--- src/rtl/pipe_hazard_ctrl_pkg.sv ---
// Shared pipeline definitions: hazard-sequencer state encoding, mult/div latencies
// and the ERET opcode matched by the instruction decoders.
package pipe_hazard_ctrl_pkg;

    typedef enum logic [1:0] {
        ST_RUN    = 2'd0,
        ST_FLUSH  = 2'd1,
        ST_VECTOR = 2'd2
    } state_e;

    localparam int MULT_CYCLES_DEF = 5;
    localparam int DIV_CYCLES_DEF  = 10;
    localparam int CNT_W_DEF       = 4;

    localparam logic [31:0] ERET_OPCODE = 32'h42000018;

    // A source operand collides when it is actually read and names the producer's register.
    function automatic logic reg_match(input logic use_src, input logic [4:0] src,
                                       input logic [4:0] dst);
        return use_src & (src == dst);
    endfunction

endpackage

--- src/rtl/pipe_hazard_ctrl_md_busy_counter.sv ---
// Occupancy counter for the multi-cycle mult/div unit: loads the op latency on
// launch, counts down to zero, and reports busy while nonzero.
module md_busy_counter #(
    parameter int MULT_CYCLES = 5,
    parameter int DIV_CYCLES  = 10,
    parameter int CNT_W       = 4
) (
    input  logic             clk,
    input  logic             reset,
    input  logic             start_i,
    input  logic             is_div_i,
    output logic             busy_o,
    output logic [CNT_W-1:0] count_o
);

    localparam logic [CNT_W-1:0] MULT_LD = CNT_W'(MULT_CYCLES);
    localparam logic [CNT_W-1:0] DIV_LD  = CNT_W'(DIV_CYCLES);

    logic [CNT_W-1:0] count_q, count_d;

    // A launch while busy simply reloads; the previous op is abandoned.
    always_comb begin
        count_d = count_q;
        if (start_i) begin
            count_d = is_div_i ? DIV_LD : MULT_LD;
        end else if (count_q != '0) begin
            count_d = count_q - 1'b1;
        end
    end

    always_ff @(posedge clk or negedge reset) begin
        if (!reset) begin
            count_q <= '0;
        end else begin
            count_q <= count_d;
        end
    end

    assign busy_o  = (count_q != '0);
    assign count_o = count_q;

endmodule

--- src/rtl/pipe_hazard_ctrl.sv ---
// Stall, flush and interrupt sequencer for the five-stage pipeline: load-use and
// mult/div hazard stalls plus a RUN -> FLUSH -> VECTOR exception entry sequence.
module pipe_hazard_ctrl
    import pipe_hazard_ctrl_pkg::*;
#(
    parameter int MULT_CYCLES = MULT_CYCLES_DEF,
    parameter int DIV_CYCLES  = DIV_CYCLES_DEF,
    parameter int CNT_W       = CNT_W_DEF
) (
    input  logic       clk,
    input  logic       reset,
    input  logic [4:0] rsD,
    input  logic [4:0] rtD,
    input  logic       useRsD,
    input  logic       useRtD,
    input  logic       isMdD,
    input  logic       loadE,
    input  logic [4:0] wrRegE,
    input  logic       mdStartE,
    input  logic       mdIsDivE,
    input  logic       eretD,
    input  logic       eretE,
    input  logic       irq,
    output logic       stallF,
    output logic       stallD,
    output logic       flushE,
    output logic       intclr,
    output logic       epcWe,
    output logic       pcselExc,
    output logic       mdBusy,
    output state_e     dbg_state_o
);

    state_e           state_q, state_d;
    logic             load_use, md_stall, stall;
    logic [CNT_W-1:0] md_count;

    md_busy_counter #(
        .MULT_CYCLES (MULT_CYCLES),
        .DIV_CYCLES  (DIV_CYCLES),
        .CNT_W       (CNT_W)
    ) u_md_busy (
        .clk      (clk),
        .reset    (reset),
        .start_i  (mdStartE),
        .is_div_i (mdIsDivE),
        .busy_o   (mdBusy),
        .count_o  (md_count)
    );

    // $zero is never a real producer, so a load into it cannot create a hazard.
    assign load_use = loadE & (wrRegE != 5'd0) &
                      (reg_match(useRsD, rsD, wrRegE) | reg_match(useRtD, rtD, wrRegE));
    assign md_stall = isMdD & (mdBusy | mdStartE);
    assign stall    = (load_use | md_stall) & (state_q == ST_RUN);

    assign stallF = stall;
    assign stallD = stall;
    assign flushE = stall;

    // An eret in D or E defers the interrupt so the return is not torn in half.
    always_comb begin
        state_d = state_q;
        case (state_q)
            ST_RUN:    if (irq & ~eretD & ~eretE) state_d = ST_FLUSH;
            ST_FLUSH:  state_d = ST_VECTOR;
            ST_VECTOR: state_d = ST_RUN;
            default:   state_d = ST_RUN;
        endcase
    end

    always_ff @(posedge clk or negedge reset) begin
        if (!reset) begin
            state_q <= ST_RUN;
        end else begin
            state_q <= state_d;
        end
    end

    assign intclr      = (state_q == ST_FLUSH);
    assign epcWe       = (state_q == ST_FLUSH);
    assign pcselExc    = (state_q == ST_VECTOR);
    assign dbg_state_o = state_q;

    logic unused_count;
    assign unused_count = ^md_count;

endmodule
--- config.mk ---
export PLATFORM = sky130hd
export DESIGN_NAME = pipe_hazard_ctrl
export DESIGN_NICKNAME = d
export VERILOG_FILES = /design/src/rtl/pipe_hazard_ctrl_pkg.sv /design/src/rtl/pipe_hazard_ctrl_md_busy_counter.sv /design/src/rtl/pipe_hazard_ctrl.sv
export SDC_FILE = /design/constraint.sdc
export NUM_CORES = 1
export LEC_CHECK = 0
export ABC_CLOCK_PERIOD_IN_PS = 3900
export BUFFER_PORTS_ARGS = -buffer_cell sky130_fd_sc_hd__buf_4
export CORE_MARGIN = 4
export CORE_UTILIZATION = 27
export CTS_CLUSTER_SIZE = 14
export DETAILED_ROUTE_END_ITERATION = 8
export HOLD_SLACK_MARGIN = 0.1
export PLACE_DENSITY = 0.52
export SLEW_MARGIN = 20
export SYNTH_ARGS = -nofsm -noshare
export SYNTH_HDL_FRONTEND = slang
export SYNTH_HIERARCHICAL = 1
export SYNTH_SLANG_ARGS = --single-unit
--- constraint.sdc ---
create_clock -name clk -period 3.9 [get_ports clk]
set_input_delay 0.78 -clock clk [delete_from_list [all_inputs] [get_ports clk]]
set_output_delay 0.78 -clock clk [all_outputs]
set_load 0.03 [all_outputs]
# ---- Word-level counts from Yosys, hierarchy flattened
# Cells that the tools add are included.
dict set report word_totals {
  in_bits 26
  reg_bits 6
  output_inout_bits 9
  wordCells 30
}
dict set report op_classes {
  n_bitwise 13
  reduce_logical 4
  n_eq_ne 5
  muxes 5
  add_sub_neg 1
}
# cell count
set ops {}
lappend ops {{$mux W4} 3}
lappend ops {{$eq A5 B5 Y1} 2}
lappend ops {{$and A1 B1 Y1} 8}
lappend ops {{$reduce_bool A5 Y1} 1}
lappend ops {{$pmux W2 S2} 1}
lappend ops {{$reduce_bool A4 Y1} 1}
lappend ops {{$sub A4 B1 Y4 const B} 1}
lappend ops {{$or A1 B1 Y1} 3}
lappend ops {{$eq A2 B1 Y1 const B} 1}
lappend ops {{$eq A2 B2 Y1 const B} 1}
lappend ops {{$logic_not A2 Y1} 1}
lappend ops {{$mux W2} 1}
lappend ops {{$ne A2 B1 Y1 const B} 1}
lappend ops {{$not A1 Y1} 2}
lappend ops {{$reduce_bool A2 Y1} 1}

# ---- Logic depth before layout (Yosys ltp)
# Gate-level depths: netlist of the first run.
dict set report logic_depth {
  ltp_word 6
  mapped_depth 7
}

# ---- Modules after synthesis
# Netlist of the first run, hierarchy kept.
# module cells_each area_each_um2 n_inst
set modules_own_cells {}
lappend modules_own_cells {pipe_hazard_ctrl 29 269.0 1}
lappend modules_own_cells {md_busy_counter 21 236.5 1}

# ---- Worst setup path before layout of the first run
# No wires, ideal clock.
dict set report synth_timing {
  path_kind {input to output}
  startpoint {in wrRegE[2]}
  endpoint {out stallD}
  arrival_ps 1968
  cell_stages 6
  path_buffers 1
  required_time_ps 3120
  slack_ps 1152
  path_cell_list {xor2_1 > nor4_1 > and3_1 > a31oi_1 > o21ai_2 > buf_4}
}
dict set report synth_between {
  elab_chain_len 6
}
# item line
set synth_rtl {}
lappend synth_rtl {{start, declared} pipe_hazard_ctrl.sv:18} ;# input logic [4:0] wrRegE,
lappend synth_rtl {{$eq A5 B5 Y1} pipe_hazard_ctrl_pkg.sv:20} ;# return use_src & (src == dst);
lappend synth_rtl {{$and A1 B1 Y1} pipe_hazard_ctrl_pkg.sv:20}
lappend synth_rtl {{$or A1 B1 Y1} pipe_hazard_ctrl.sv:53} ;# (reg_match(useRsD, rsD, wrRegE) | reg_match(useRtD, rtD, wrRegE));
lappend synth_rtl {{$and A1 B1 Y1 (*)} pipe_hazard_ctrl.sv:52} ;# assign load_use = loadE & (wrRegE != 5'd0) &
lappend synth_rtl {{$or A1 B1 Y1 (*)} pipe_hazard_ctrl.sv:55} ;# assign stall = (load_use | md_stall) & (state_q == ST_RUN);
lappend synth_rtl {{$and A1 B1 Y1 (*)} pipe_hazard_ctrl.sv:55}
lappend synth_rtl {{end, declared} pipe_hazard_ctrl.sv:25} ;# output logic stallD,
# Every way passes the cells marked *; elsewhere a longest branch is shown, timed or not.

# ---- Worst setup path in the final report of the first run
dict set report layout_timing {
  startpoint {in wrRegE[2]}
  endpoint {out flushE}
}
dict set report layout_between {
  elab_chain_len 6
}
# item line
set layout_rtl {}
lappend layout_rtl {{$eq A5 B5 Y1} pipe_hazard_ctrl_pkg.sv:20}
lappend layout_rtl {{$and A1 B1 Y1} pipe_hazard_ctrl_pkg.sv:20}
lappend layout_rtl {{$or A1 B1 Y1} pipe_hazard_ctrl.sv:53}
lappend layout_rtl {{$and A1 B1 Y1 (*)} pipe_hazard_ctrl.sv:52}
lappend layout_rtl {{$or A1 B1 Y1 (*)} pipe_hazard_ctrl.sv:55}
lappend layout_rtl {{$and A1 B1 Y1 (*)} pipe_hazard_ctrl.sv:55}
lappend layout_rtl {{end, declared} pipe_hazard_ctrl.sv:26} ;# output logic flushE,
# Marked as above.

==> results.py, run 1 <==
metrics = {
    "layout": {
        "nets": 114,
        "nFillCells": 174,
        "antenna_cells": 0,
        "synthToLayoutAreaGrowth_pct": 56.7,
        "final-instance-count-excl-fill": 109,
        "drive_gt1_share_pct": 48.8,
    },
    "global_route": {
        "track_usage_pct": 10.2,
        "grt_pass1_vias": 467,
        "grt_max_degree": 7,
        "grt_use_met1_pct": 11.5,
        "overflow": 0,
        "met2_usage_pct": 16.1,
        "grtUsageMet3_pct": 6.12,
        "antenna_found_initial": 0,
        "grt_pass1_wl_um": 1930,
        "grt_busiest_layer": "met2",
    },
    "power": {
        "p_leak_nw": 0.385,
        "p_sw_share_pct": 33.1,
        "power-per-cell-area_mw_per_mm2": 289,
        "switching_power_mw": 0.0758,
        "power_frac_clock_pct": 25.4,
        "p_seq_share_pct": 34.0,
        "power.internal_mw": 0.153,
        "power_frac_comb_pct": 40.7,
        "vdd_drop_max_mv": 0.146,
    },
    "timing": {
        "final-max-slew-violation-count": 0,
        "rsz0062_at_grt": "false",
        "finalCriticalPeriod_ns": 2.79,
        "hold_viol": 0,
        "period_share_pct": 71.7,
        "relSlewSlack_pct": 80.7,
        "finalSetupViolCount": 0,
        "finClkSkew_ns": 0.00253,
        "worstMarginPinSlew_ns": 0.287,
        "fin_setup_tns_ns": 0,
        "max_freq_mhz": 358,
    },
    "synthesis": {
        "yosysWarnings": 6,
        "synth_cell_types": 24,
        "seq_area_frac_synth_pct": 29.7,
        "synth_area_sq_um": 505,
        "syn_area_per_cell_sq_um": 10.1,
        "synth_nets": 78,
        "synth.ff_latch_count": 6,
        "synthesis.instances": 50,
    },
    "setup_path": {
        "rrSetupSlack_ns": 2.56,
        "endpoint": "flushE",
        "worstPathRequired_ns": 3.12,
        "path_max_fanout": 3,
        "crit_buf_inv": 2,
        "critPathMaxStageDelay_ns": 0.32,
        "rr_endpoint": "u_md_busy/count_o[1]",
        "path_cells": "buf_4, xor2_1, nor4_1, and3_1, a31oi_1, o21ai_2, buf_4",
        "reg2regPathDepth": 5,
        "arrival_ns": 2.01,
        "start_kind": "input port",
        "startpoint": "wrRegE[2]",
        "slowest_stage": "nor4_1",
        "critical_path_depth": 7,
        "cp-end-kind": "output pin",
        "r2r_start": "u_md_busy/count_o[0]",
        "crit_top_cell": "buf_4",
        "critPathTopFamily": "simple AND/OR/NAND/NOR gates",
        "critPathKind": "input port to output pin",
    },
    "place": {
        "placed_cells": 106,
        "port_buffers": 34,
        "dp_hpwl_um": 1040,
        "gp_congestion": 0.795,
    },
    "route": {
        "drc": 0,
        "wl_um": 1230,
        "viasPerCell": 4.39,
        "vias": 478,
        "drt-pass1-iter-count": 4,
        "drt_iter0_markers": 6,
        "drtAntennaViolNets": 0,
        "wl_per_cell_um": 11.3,
    },
    "status": {
        "outcome": "complete, no violations",
    },
    "clock_tree": {
        "clkTransAtPathRegs_ns": 0.05,
        "clkLatencyLatePin_ns": 0.24,
        "cts.path.max_buffers": 2,
        "post_cts_buffers": 0,
        "cts_inserted_buffers": 3,
        "cts-resized-gates": 0,
        "cts-root-buf": "clkbuf_4",
        "h-tree-depth": 1,
        "cts_tree": "done",
        "hold_buffers": 0,
        "cts_sinks": 6,
    },
    "run": {
        "drv_cap": 0,
    },
    "hold_path": {
        "hp-class": "input port to async pin",
    },
    "floorplanning": {
        "die_w_um": 51.3,
        "die_area_sq_mm": 0.00263,
        "start_util_pct": 29.0,
        "fp.dieH_um": 51.3,
        "core-area_sq_mm": 0.00175,
        "ios": 35,
        "std_cell_rows": 15,
    },
}
[worst reg2reg max path, delay by kind of cell (launching register included)]
kind                     cells  cell delay, ns
AO/OA/AOI/OAI                1            0.12
adder cells (fa/ha/maj)      1            0.18
buffers and inverters        1            0.11
flip-flops                   1            0.37
multiplexers                 1            0.22
AND/OR/NAND/NOR              1            0.28
[worst min path at each step]
stage | start | to | slack, ns | cells after the start
6_report | reset | u_md_busy/count_o[3] | 0.33 | 1
3_5_place_dp | dbg_state_o[1] | dbg_state_o[1] | 0.49 | 1
5_1_grt | reset | u_md_busy/count_o[3] | 0.31 | 1
2_1_floorplan | reset | dbg_state_o[0] | 0.48 | 0
3_3_place_gp | dbg_state_o[1] | dbg_state_o[1] | 0.49 | 1
4_1_cts | reset | u_md_busy/count_o[3] | 0.33 | 1
[cell usage after synthesis]
library cell | count | share of area (%)
nor3b_4 | 1 | 3.7
nor3_1 | 1 | 0.99
mux2i_1 | 1 | 2.0
xor2_1 | 8 | 14
and3_1 | 2 | 2.5
xnor2_1 | 4 | 6.9
or4_1 | 1 | 1.5
nor2b_1 | 3 | 3.7
nor4_1 | 1 | 1.2
nor4_4 | 1 | 4.2
buf_4 | 3 | 4.5
o211ai_2 | 1 | 2.5
o31ai_1 | 1 | 1.5
o211ai_1 | 1 | 1.5
nor2_1 | 3 | 2.2
o21a_1 | 2 | 3.0
dfrtp_1 | 6 | 30
a31oi_1 | 1 | 1.2
o21ai_1 | 1 | 0.99
o21ai_2 | 1 | 1.7
mux2_1 | 1 | 2.2
ha_1 | 2 | 4.9
nand2b_1 | 1 | 1.2
inv_1 | 3 | 2.2
[layout make-up]
type,count,area (sq um),area share [%]
sequential,6,150,19.0
inverter,3,11.3,1.42
clock buffer,3,22.5,2.84
timing repair buffer,34,255,32.2
tap,25,31.3,3.95
multi-input combinational,38,322,40.6
[per-layer routing]
metal  part of all wire [%]  up-vias
met5                      0        -
met2                     50       19
met1                     40      219
met3                    9.5        0
li1                       -      240
met4                      0        0
[power by group through the flow]
stage | logic [mW] | registers, mW | clock network, mW
6_report | 0.0931 | 0.0778 | 0.0581
5_1_grt | 0.101 | 0.0789 | 0.0678
4_1_cts | 0.0944 | 0.0779 | 0.0611
3_5_place_dp | 0.0942 | 0.0787 | 0
3_3_place_gp | 0.0941 | 0.0789 | 0
2_1_floorplan | 0.0569 | 0.0791 | 0
[cell families after synthesis]
| kind of cell | share of synthesized area [%] |
|---|---|
| AO/OA/AOI/OAI | 12.4 |
| adder cells (fa/ha/maj) | 4.95 |
| AND/OR/NAND/NOR | 21.3 |
| XOR/XNOR | 20.8 |
| buffers and inverters | 6.68 |
| flip-flops | 29.7 |
| multiplexers | 4.21 |
[placed cells by master (no fill, tap or decap), types with 2 or more instances in the layout]
| cell type | instances |
|---|---|
| xnor2_1 | 4 |
| ha_1 | 2 |
| xor2_1 | 8 |
| nor2_1 | 3 |
| clkbuf_4 | 3 |
| o21a_1 | 2 |
| dfrtp_1 | 6 |
| nor2b_1 | 3 |
| inv_1 | 3 |
| and3_1 | 2 |
| buf_4 | 34 |
[per-stage QoR]
| step | setup slack, ns | instance area [sq um] | util (%) | power (mW) | hold slack, ns |
|---|---|---|---|---|---|
| floorplan | 1.15 | 505 | - | 0.136 | 0.484 |
| global placement | 1.19 | 769 | 44.1 | 0.173 | 0.491 |
| detailed placement | 1.12 | 769 | 44.1 | 0.173 | 0.492 |
| CTS | 1.12 | 792 | 45.4 | 0.233 | 0.329 |
| global route | 0.967 | 792 | 45.4 | 0.248 | 0.315 |
| finish | 1.11 | 792 | 45.4 | 0.229 | 0.334 |
[flip-flops by register name, indices dropped and copies added (netlist names)]
signal             count
u_md_busy/count_o      4
dbg_state_o            2
Note: power is estimated with default switching activity, not from simulation.
==> run 2, diff against run 1 <==
--- a/config.mk
+++ b/config.mk
@@ -5,7 +5,7 @@
 export SDC_FILE = /design/constraint.sdc
 export NUM_CORES = 1
 export LEC_CHECK = 0
-export ABC_CLOCK_PERIOD_IN_PS = 3900
+export ABC_CLOCK_PERIOD_IN_PS = 2600
 export BUFFER_PORTS_ARGS = -buffer_cell sky130_fd_sc_hd__buf_4
 export CORE_MARGIN = 4
 export CORE_UTILIZATION = 27
==> constraint.sdc (replaced) <==
create_clock -name clk -period 2.6 [get_ports clk]
set_input_delay 0.52 -clock clk [delete_from_list [all_inputs] [get_ports clk]]
set_output_delay 0.52 -clock clk [all_outputs]
set_load 0.03 [all_outputs]
==> results.py, run 2 (synthesized netlist as in run 1, its figures left out) <==
metrics = {
    "route": {
        "drt-pass1-iter-count": 4,
        "wl_per_cell_um": 11.3,
        "drc": 0,
        "wl_um": 1240,
        "vias": 483,
        "drt_iter0_markers": 6,
        "viasPerCell": 4.39,
        "drtAntennaViolNets": 0,
    },
    "setup_path": {
        "cp-end-kind": "output pin",
        "r2r_start": "u_md_busy/count_o[0]",
        "worstPathRequired_ns": 2.08,
        "critPathTopFamily": "buffers and inverters",
        "arrival_ns": 1.78,
        "path_cells": "inv_1, ha_1, nor3b_4, inv_1, o211ai_1, o21ai_2, buf_4",
        "rrSetupSlack_ns": 1.26,
        "critical_path_depth": 7,
        "path_max_fanout": 4,
        "reg2regPathDepth": 5,
        "start_kind": "flip-flop",
        "slowest_stage": "dfrtp_1",
        "critPathMaxStageDelay_ns": 0.37,
        "critPathKind": "flip-flop to output pin",
        "startpoint": "u_md_busy/count_o[0]",
        "crit_buf_inv": 3,
        "crit_top_cell": "inv_1",
        "rr_endpoint": "u_md_busy/count_o[1]",
    },
    "global_route": {
        "grt_pass1_vias": 479,
        "grt_max_degree": 7,
        "track_usage_pct": 10.3,
        "overflow": 0,
        "antenna_found_initial": 0,
        "grt_pass1_wl_um": 1960,
    },
    "layout": {
        "regArea_sq_um": 150,
        "drive_gt1_share_pct": 48.2,
        "largest_reg_flops": 4,
        "antenna_cells": 0,
        "nFillCells": 173,
        "synthToLayoutAreaGrowth_pct": 58.7,
        "multiInputGateArea_sq_um": 322,
        "final_common_cell": "buf_4",
        "nets": 115,
        "final_cell_area_sq_um": 802,
        "layout.cells.most_common_list": "34 x buf_4, 8 x xor2_1, 6 x dfrtp_1",
    },
    "floorplanning": {
        "start_util_pct": 29.0,
        "die_w_um": 51.3,
        "std_cell_rows": 15,
        "ios": 35,
        "die_area_sq_mm": 0.00263,
        "fp.dieH_um": 51.3,
        "core-area_sq_mm": 0.00175,
    },
    "timing": {
        "finalSetupViolCount": 0,
        "fin_setup_tns_ns": 0,
        "period_share_pct": 88.5,
        "finalCriticalPeriod_ns": 2.30,
        "final-max-slew-violation-count": 0,
        "relSlewSlack_pct": 80.7,
        "max_freq_mhz": 435,
        "hold_ws_ns": 0.489,
        "rsz0062_at_grt": "false",
        "hold_viol": 0,
        "worstMarginPinSlew_ns": 0.287,
        "finClkSkew_ns": 0.00253,
    },
    "power": {
        "vdd_drop_max_mv": 0.220,
        "power-per-cell-area_mw_per_mm2": 430,
        "p_leak_nw": 0.389,
        "p_total_mw": 0.345,
    },
    "hold_path": {
        "worstHoldStart": "dbg_state_o[1]",
        "holdPathStages": 1,
        "hp-class": "flip-flop to flip-flop",
        "holdPathEnd": "dbg_state_o[1]",
    },
    "clock_tree": {
        "cts.path.max_buffers": 2,
        "cts_inserted_buffers": 3,
        "h-tree-depth": 1,
        "clkLatencyLatePin_ns": 0.24,
        "cts_sinks": 6,
        "cts-root-buf": "clkbuf_4",
        "cts_tree": "done",
        "clkTransAtPathRegs_ns": 0.05,
    },
    "place": {
        "gp_congestion": 0.795,
        "port_buffers": 34,
        "dp_hpwl_um": 1040,
        "place_area_sq_um": 769,
    },
    "run": {
        "drv_cap": 0,
    },
    "status": {
        "outcome": "complete, no violations",
    },
}
run 2: changes by cell type in the layout (fill, tap and decap cells not counted), sizes merged:
| cell | previous run | this run |
|---|---|---|
| dlygate4sd3 | 0 | 1 |
run 2: area by class of cell:
class                   instances  share of cell area, %
flip-flops and latches          6                   18.7
clock buffers                   3                   2.81
repair buffers                 35                   33.1
multi-input cells              38                   40.1
inverters                       3                   1.40
well taps                      25                   3.90
run 2: layer usage:
layer  vias up  global-route usage, %  wire length [um]
li1        242                      -                 -
met1       222                   11.5               508
met2        19                   16.5               622
met3         0                   6.12               109
met4         0                   2.62                 0
met5         -                      0                 0
run 2: metrics by stage:
step,instances,setup WS (ns),util (%)
final,110,0.300,45.9
after global routing,110,0.151,45.9
after CTS,110,0.264,45.9
after detailed placement,106,0.340,44.1
after global placement,106,0.412,44.1
after floorplan,50,0.372,-
run 2: how the worst max path moves through the flow:
stage | slack, ns | end
3_5_place_dp | 0.34 | flushE
4_1_cts | 0.26 | flushE
6_report | 0.30 | flushE
3_3_place_gp | 0.41 | flushE
5_1_grt | 0.15 | stallD
2_1_floorplan | 0.37 | stallD
run 2: report_power, final:
group / switching, mW / total, mW / internal, mW
sequential: 0.0114 / 0.117 / 0.105
clock: 0.0349 / 0.0872 / 0.0523
combinational: 0.0677 / 0.141 / 0.0732
total: 0.114 / 0.345 / 0.231
run 2: repair_timing:
action | CTS | global route
buffers inserted | 0 | 0
hold endpoints to repair | 6 | 0
hold buffers | 1 | 0
gates resized for setup | 0 | 0
